### src/rtl/gpu_pkg.sv
// Shared GPU definitions: writeback FSM states, register map and status codes.
package gpu_pkg;

    typedef enum logic [2:0] {
        ST_IDLE,
        ST_SETUP,
        ST_WRITE,
        ST_INTERRUPT,
        ST_ERROR
    } wb_state_e;

    localparam logic [3:0] REG_BASE     = 4'h0;
    localparam logic [3:0] REG_START    = 4'h1;
    localparam logic [3:0] REG_COUNT    = 4'h2;
    localparam logic [3:0] REG_GO       = 4'h3;
    localparam logic [3:0] REG_PROGRESS = 4'h4;
    localparam logic [3:0] REG_STATUS   = 4'hF;

    localparam logic [31:0] STATUS_IDLE  = 32'd0;
    localparam logic [31:0] STATUS_BUSY  = 32'd1;
    localparam logic [31:0] STATUS_ERROR = 32'd2;

    // Scale by a constant using shifted adds only; with a constant k this
    // collapses to a small adder tree instead of a multiplier.
    function automatic logic [31:0] scale_const(input logic [31:0] v, input int unsigned k);
        logic [31:0] acc;
        acc = '0;
        for (int i = 0; i < 32; i++) begin
            if (k[i]) begin
                acc = acc + (v << i);
            end
        end
        return acc;
    endfunction

endpackage

### src/rtl/pixel_addr_gen.sv
// Framebuffer address generator: locates START as row/column by repeated
// subtraction, then walks the pixel address with column wrap onto the next row.
module pixel_addr_gen
    import gpu_pkg::*;
#(
    parameter int H_RESOLUTION = 320,
    parameter int PIXEL_BYTES  = 2,
    parameter int ROW_STRIDE   = 1024
) (
    input  logic        clock,
    input  logic        reset,
    input  logic        load_i,       // capture BASE/START for a new pass
    input  logic [31:0] base_i,
    input  logic [31:0] start_i,
    input  logic        step_i,       // one SETUP iteration
    input  logic        advance_i,    // one pixel accepted by the bus
    output logic        setup_done_o, // remainder is now the column
    output logic [31:0] addr_o
);

    localparam int COL_W = (H_RESOLUTION > 1) ? $clog2(H_RESOLUTION) : 1;
    localparam logic [COL_W-1:0] COL_LAST  = COL_W'(H_RESOLUTION - 1);
    localparam logic [31:0]      H_RES32   = 32'(H_RESOLUTION);
    localparam logic [31:0]      STRIDE32  = 32'(ROW_STRIDE);
    localparam logic [31:0]      PB32      = 32'(PIXEL_BYTES);
    // Moving START down one row swaps H_RESOLUTION pixels of column offset
    // for one row stride; wraps modulo 2^32 when the stride is smaller.
    localparam logic [31:0]      ROW_SKEW  = 32'(ROW_STRIDE - H_RESOLUTION * PIXEL_BYTES);

    // Row position is carried as its byte address (rowaddr), so no separate
    // row index is needed.
    logic [31:0]      rem_q, rem_d;
    logic [COL_W-1:0] col_q, col_d;
    logic [31:0]      rowaddr_q, rowaddr_d;
    logic [31:0]      pixaddr_q, pixaddr_d;

    assign setup_done_o = (rem_q < H_RES32);
    assign addr_o       = pixaddr_q;

    // Next-state for the counters: load, subtract-a-row, or step one pixel.
    always_comb begin
        rem_d     = rem_q;
        col_d     = col_q;
        rowaddr_d = rowaddr_q;
        pixaddr_d = pixaddr_q;
        if (load_i) begin
            rem_d     = start_i;
            col_d     = '0;
            rowaddr_d = base_i;
            pixaddr_d = base_i + scale_const(start_i, PIXEL_BYTES);
        end else if (step_i) begin
            if (rem_q >= H_RES32) begin
                rem_d     = rem_q - H_RES32;
                rowaddr_d = rowaddr_q + STRIDE32;
                pixaddr_d = pixaddr_q + ROW_SKEW;
            end else begin
                col_d = rem_q[COL_W-1:0];
            end
        end else if (advance_i) begin
            if (col_q == COL_LAST) begin
                col_d     = '0;
                rowaddr_d = rowaddr_q + STRIDE32;
                pixaddr_d = rowaddr_q + STRIDE32;
            end else begin
                col_d     = col_q + 1'b1;
                pixaddr_d = pixaddr_q + PB32;
            end
        end
    end

    // Counter registers with synchronous clear.
    always_ff @(posedge clock) begin
        if (reset) begin
            rem_q     <= '0;
            col_q     <= '0;
            rowaddr_q <= '0;
            pixaddr_q <= '0;
        end else begin
            rem_q     <= rem_d;
            col_q     <= col_d;
            rowaddr_q <= rowaddr_d;
            pixaddr_q <= pixaddr_d;
        end
    end

endmodule

### src/rtl/pixel_writeback.sv
// Pixel writeback engine: CPU register file and control FSM that streams
// shader results into a framebuffer region through a write master.
module pixel_writeback
    import gpu_pkg::*;
#(
    parameter int H_RESOLUTION = 320,
    parameter int V_RESOLUTION = 240,
    parameter int NUM_SHADERS  = 320,
    parameter int PIXEL_BITS   = 16,
    parameter int PIXEL_BYTES  = 2,
    parameter int ROW_STRIDE   = 1024,
    localparam int PIX_IDX_W   = (NUM_SHADERS > 1) ? $clog2(NUM_SHADERS) : 1
) (
    input  logic                  clock,
    input  logic                  reset,
    input  logic [3:0]            s1_address,
    input  logic                  s1_read,
    input  logic                  s1_write,
    input  logic [31:0]           s1_writedata,
    output logic [31:0]           s1_readdata,
    output logic                  s1_waitrequest,
    output logic                  irq,
    output logic [PIX_IDX_W-1:0]  pix_index,
    input  logic [PIXEL_BITS-1:0] pix_data,
    output logic [31:0]           m1_address,
    output logic [PIXEL_BITS-1:0] m1_writedata,
    output logic                  m1_write,
    input  logic                  m1_waitrequest
);

    localparam logic [31:0] NS32    = 32'(NUM_SHADERS);
    localparam logic [32:0] FRAME33 = 33'(H_RESOLUTION * V_RESOLUTION);

    wb_state_e   state_q, state_d;
    logic [31:0] base_q, base_d;
    logic [31:0] start_q, start_d;
    logic [31:0] count_q, count_d;
    logic [31:0] progress_q, progress_d;

    logic        busy;
    logic        go_wr;
    logic        go_start;
    logic        go_valid;
    logic        status_rd;
    logic        status_clr;
    logic        accept;
    logic        last_pixel;
    logic        setup_done;
    logic [31:0] pix_addr;

    assign busy       = (state_q == ST_SETUP) || (state_q == ST_WRITE);
    assign go_wr      = s1_write && (s1_address == REG_GO);
    assign go_start   = go_wr && (s1_writedata != 32'd0) &&
                        ((state_q == ST_IDLE) || (state_q == ST_INTERRUPT));
    assign go_valid   = (count_q != 32'd0) && (count_q <= NS32) &&
                        (({1'b0, start_q} + {1'b0, count_q}) <= FRAME33);
    assign status_rd  = s1_read && (s1_address == REG_STATUS);
    assign status_clr = s1_write && (s1_address == REG_STATUS) && (s1_writedata == 32'd1);
    assign accept     = (state_q == ST_WRITE) && !m1_waitrequest;
    assign last_pixel = accept && ((progress_q + 32'd1) == count_q);

    pixel_addr_gen #(
        .H_RESOLUTION (H_RESOLUTION),
        .PIXEL_BYTES  (PIXEL_BYTES),
        .ROW_STRIDE   (ROW_STRIDE)
    ) u_addr_gen (
        .clock        (clock),
        .reset        (reset),
        .load_i       (go_start && go_valid),
        .base_i       (base_q),
        .start_i      (start_q),
        .step_i       (state_q == ST_SETUP),
        .advance_i    (accept),
        .setup_done_o (setup_done),
        .addr_o       (pix_addr)
    );

    // Next state, register-file updates and progress counting.
    always_comb begin
        state_d    = state_q;
        base_d     = base_q;
        start_d    = start_q;
        count_d    = count_q;
        progress_d = progress_q;

        if (s1_write && !busy) begin
            case (s1_address)
                REG_BASE:  base_d  = s1_writedata;
                REG_START: start_d = s1_writedata;
                REG_COUNT: count_d = s1_writedata;
                default:   ;
            endcase
        end

        case (state_q)
            ST_IDLE: begin
                if (go_start) begin
                    state_d = go_valid ? ST_SETUP : ST_ERROR;
                end
            end
            ST_SETUP: begin
                if (go_wr) begin
                    state_d = ST_ERROR;
                end else if (setup_done) begin
                    state_d = ST_WRITE;
                end
            end
            ST_WRITE: begin
                if (go_wr) begin
                    state_d = ST_ERROR;
                end else if (last_pixel) begin
                    state_d = ST_INTERRUPT;
                end
            end
            ST_INTERRUPT: begin
                // A new GO wins over the acknowledging STATUS read.
                if (go_start) begin
                    state_d = go_valid ? ST_SETUP : ST_ERROR;
                end else if (status_rd) begin
                    state_d = ST_IDLE;
                end
            end
            ST_ERROR: begin
                if (status_clr) begin
                    state_d = ST_IDLE;
                end
            end
            default: state_d = ST_IDLE;
        endcase

        if (go_start && go_valid) begin
            progress_d = 32'd0;
        end else if (accept) begin
            progress_d = progress_q + 32'd1;
        end
    end

    // State and register file with synchronous clear.
    always_ff @(posedge clock) begin
        if (reset) begin
            state_q    <= ST_IDLE;
            base_q     <= '0;
            start_q    <= '0;
            count_q    <= '0;
            progress_q <= '0;
        end else begin
            state_q    <= state_d;
            base_q     <= base_d;
            start_q    <= start_d;
            count_q    <= count_d;
            progress_q <= progress_d;
        end
    end

    // Bus-facing outputs: master active only in WRITE, slave reads combinational.
    always_comb begin
        s1_waitrequest = 1'b0;
        irq            = (state_q == ST_INTERRUPT);
        m1_write       = 1'b0;
        m1_address     = '0;
        m1_writedata   = '0;
        pix_index      = '0;
        if (state_q == ST_WRITE) begin
            m1_write     = 1'b1;
            m1_address   = pix_addr;
            m1_writedata = pix_data;
            pix_index    = progress_q[PIX_IDX_W-1:0];
        end

        case (s1_address)
            REG_BASE:     s1_readdata = base_q;
            REG_START:    s1_readdata = start_q;
            REG_COUNT:    s1_readdata = count_q;
            REG_PROGRESS: s1_readdata = progress_q;
            REG_STATUS: begin
                case (state_q)
                    ST_SETUP, ST_WRITE: s1_readdata = STATUS_BUSY;
                    ST_ERROR:           s1_readdata = STATUS_ERROR;
                    default:            s1_readdata = STATUS_IDLE;
                endcase
            end
            default:      s1_readdata = '0;
        endcase
    end

endmodule

### config.mk
export PLATFORM = sky130hd
export DESIGN_NAME = pixel_writeback
export DESIGN_NICKNAME = d
export VERILOG_FILES = /design/src/rtl/gpu_pkg.sv /design/src/rtl/pixel_addr_gen.sv /design/src/rtl/pixel_writeback.sv
export SDC_FILE = /design/constraint.sdc
export NUM_CORES = 1
export LEC_CHECK = 0
export BUFFER_PORTS_ARGS = -buffer_cell sky130_fd_sc_hd__buf_2
export CAP_MARGIN = 0
export CORE_AREA = 2 2 303 155
export DETAILED_ROUTE_END_ITERATION = 10
export DIE_AREA = 0 0 305 157
export PLACE_DENSITY = 0.65
export SETUP_SLACK_MARGIN = 0.15
export SLEW_MARGIN = 20
export SYNTH_ARGS = -nofsm -noshare
export SYNTH_HDL_FRONTEND = slang
export SYNTH_SLANG_ARGS = --single-unit
### constraint.sdc
create_clock -name clock -period 3.3 [get_ports clock]
set_clock_uncertainty 0.05 [all_clocks]
set_input_delay 0.99 -clock clock [delete_from_list [all_inputs] [get_ports clock]]
set_output_delay 0.99 -clock clock [all_outputs]
set_load 0.1 [all_outputs]
==> metrics.md <==
| Metric | Value |
|---|---|
| Outcome | `finished, violations left` |
| Failing checks | `DRC, setup timing` |
| R2r setup slk | `-270 ps` |
| Req. time, crit path | `3690 ps` |
| Final min period | `3570 ps` |
| Io pins | `149` |
| Total CTS buffers | `25` |
| Leakage power | `10.1 nW` |
| Worst-Skew Late Latency | `560 ps` |
| Diode count | `0` |
| Synth Register Bits | `236` |
| Site Rows | `55` |
| Total of max-cap violations | `0` |
| Initial antenna violation count | `0` |
| # port buffers | `147` |
| Syn Nets | `2570` |
| H-tree Lvls | `1` |
| Share of layout cells above drive strength 1 | `0.279` |
| Wire length of the first global-routing pass | `110000 µm` |
| CTS tree | `yes` |
| Largest net degree at the start of global routing | `60` |
| Setup tns final | `-25730 ps` |
| Hold crit path type | `reg -> reg` |
| Distinct cells, synth | `99` |
| Slew HR | `0.504` |
| Final net count | `3000` |
| Final wirelength | `72700 µm` |
| Dpl cell area | `23700 µm²` |
| Post-placement setup slack | `-373 ps` |
| Syn. warnings | `0` |
| Synth async-reset ratio | `0` |
| Fill cells | `4141` |
| Critical path capture point type | `flip-flop` |
| RR Startpoint | `count_q[8]` |
| FMAX | `280 MHz` |
| Vias in the first global route | `18.5k` |
| RSZ-0062 raised after global routing | `yes` |
| Aggregate global-route resource usage | `0.293` |
| Power Total | `6.65 mW` |
| Register area share after synthesis | `0.264` |
| DRT iter0 DRCs | `2563` |
| Synth area leaders | `dfxtp_1 (26%), nand2_1 (8.6%), xnor2_1 (6.4%)` |
| Most frequent cells in the layout | `buf_4 (394), nand2_1 (381), nor2_1 (249)` |
| Post-synthesis cell area | `17900 µm²` |
| Final design utilization | `0.556` |
| Final Slew Violations | `0` |
| Setup-failing EPs final | `140` |
| R2R depth | `11` |
| Clock Tree Root | `clkbuf_16` |
| Die area | `47900 µm²` |
| Total number of vias | `20.4k` |
| Worst r2r dst | `state_q[2]` |
| Critical Path Source Type | `flip-flop` |
| Initial Util | `0.398` |
| Syn_area_per_cell | `7.33 µm²` |
| DRC viols | `17` |
| Die Y | `157 µm` |
| Worst path arrival time | `3960 ps` |
| Die width | `305 µm` |
| Worst Setup SP | `count_q[8]` |
| Placer Congestion | `0.995` |
| Final WS setup | `-273 ps` |
| Finished Cell Area | `25000 µm²` |
| Clock slew at reported path FFs | `70 ps` |
| Pwr/cell area | `266 nW/µm²` |
| Kind of critical path | `reg -> reg` |
| Biggest area consumer among synthesized cells | `dfxtp_1` |
| EDFF count, synth | `0` |
| Most common cell after layout, fill and taps aside | `buf_4` |
| Crit-path max FO | `6` |
| Top cell type's share of synthesized area | `0.264` |
| Maximum buffer depth of the clock tree | `3` |
| First-pass iteration count of the detailed router | `11` |
| Routed len/inst | `20.9 µm` |
| Area grow syn2layout | `39.7%` |
| VDD IR max | `361 µV` |
| Critical Path End | `state_q[2]` |
| Most used DFF post-synth | `dfxtp_1` |
| Final Cycle Share | `1.08` |
| Clock sink total | `236` |
| Final hold vios | `0` |
| Post-route ant nets | `0` |
| Core area | `44900 µm²` |
| Vias per cell | `5.85` |
| Slew @ Worst Pin | `743 ps` |
| Synth Instances | `2441` |
| Grt total ovfl | `0` |
| Detail Placement HPWL | `56700 µm` |
==> worst max-delay path: stages, from the launching register on <==
cell and delay [ps]:
dfxtp_1 340, ha_2 400, and4_1 220, and4_1 220, nand3_2 210, a21oi_2 230, mux2_4 310, a311o_1 340
nor4_4 250, nand4_1 310, a21boi_0 210, or3_1 340
==> routing by layer <==
| metal | vias to the layer above | global-route usage | share of wire |
|---|---|---|---|
| li1 | 9608 | - | - |
| met1 | 9674 | 0.428 | 0.45 |
| met2 | 1033 | 0.439 | 0.41 |
| met3 | 105 | 0.0594 | 0.11 |
| met4 | 0 | 0.0636 | 0.022 |
| met5 | - | 0 | 0 |
==> kinds of logic (layout without fill, tap and decap cells) <==
logic type / count (synthesis) / after routing / synth area share
simple gates: 1094 / 1094 / 0.285
compound gates: 612 / 612 / 0.237
flops: 236 / 236 / 0.264
buf+inv: 199 / 648 / 0.0475
xor+xnor: 185 / 185 / 0.0906
fa+ha+maj: 72 / 72 / 0.0512
mux: 42 / 42 / 0.0239
other cells: 1 / 1 / 0.000210
==> Yosys cell counts (7+ instances only) <==
master	number
nand2_1	411
nor2_1	279
dfxtp_1	236
a21oi_1	213
xnor2_1	131
clkbuf_1	125
o21ai_0	97
ha_1	70
nand3_1	66
and2_1	59
xor2_1	54
nor3_1	47
a211oi_1	44
inv_1	43
nor4_1	43
mux2i_1	39
nand4_1	37
a211oi_2	36
and3_1	36
a222oi_1	32
or3_1	25
o211ai_1	24
a21o_1	19
o21a_1	17
buf_2	16
nor2b_1	16
nand2b_1	14
a22oi_1	12
and4_1	9
buf_6	9
or2_2	9
a31oi_1	8
or4_1	8
a21boi_0	7
o21bai_1	7
o221ai_1	7
o22ai_1	7
o31ai_1	7
==> area by class of cell <==
| cell class | instances | area (µm²) | share of cell area |
|---|---|---|---|
| clock buffer | 33 | 716 | 0.0286 |
| clock inverter | 13 | 166 | 0.00666 |
| inverter | 43 | 161 | 0.00646 |
| multi-input combinational | 2006 | 13100 | 0.524 |
| sequential | 236 | 4740 | 0.190 |
| tap | 598 | 748 | 0.0299 |
| timing repair buffer | 559 | 5360 | 0.215 |
==> how the worst min path moves through the flow <==
stage                             from                 endpoint  cells past startpoint
3_3_place_gp   u_addr_gen.rowaddr_q[6]  u_addr_gen.rowaddr_q[6]                      2
6_report       u_addr_gen.rowaddr_q[6]  u_addr_gen.rowaddr_q[6]                      2
3_5_place_dp   u_addr_gen.rowaddr_q[6]  u_addr_gen.rowaddr_q[6]                      2
5_1_grt        u_addr_gen.rowaddr_q[0]  u_addr_gen.rowaddr_q[0]                      2
4_1_cts        u_addr_gen.rowaddr_q[6]  u_addr_gen.rowaddr_q[6]                      2
2_1_floorplan  u_addr_gen.rowaddr_q[9]  u_addr_gen.rowaddr_q[9]                      2
==> sequential cells by signal, indices dropped and copies added, names as in the netlist <==
signal,count
count_q,32
base_q,32
state_q,3
u_addr_gen.rem_q,32
start_q,32
u_addr_gen.rowaddr_q,32
progress_q,32
u_addr_gen.col_q,9
u_addr_gen.addr_o,32
==> stage by stage <==
step	hold slack, ps	instances
5_1_grt	471	3488
3_5_place_dp	436	3439
6_report	445	3488
3_3_place_gp	427	3439
4_1_cts	452	3487
2_1_floorplan	408	2441
==> timing repair <==
item | in CTS | in global routing
resized for setup | 46 | 50
setup buffers | 1 | 1
setup endpoints to repair | 228 | 228
cloned | 1 | 0
hold buffers | 0 | 0
pin swaps | 17 | 12
==> where the power goes <==
| group | internal (mW) | total [mW] | switching (mW) |
|---|---|---|---|
| sequential | 2.87 | 2.92 | 0.0419 |
| combinational | 0.271 | 0.665 | 0.393 |
| clock | 1.78 | 3.07 | 1.30 |
No activity file was read; power rests on OpenSTA's default activity.
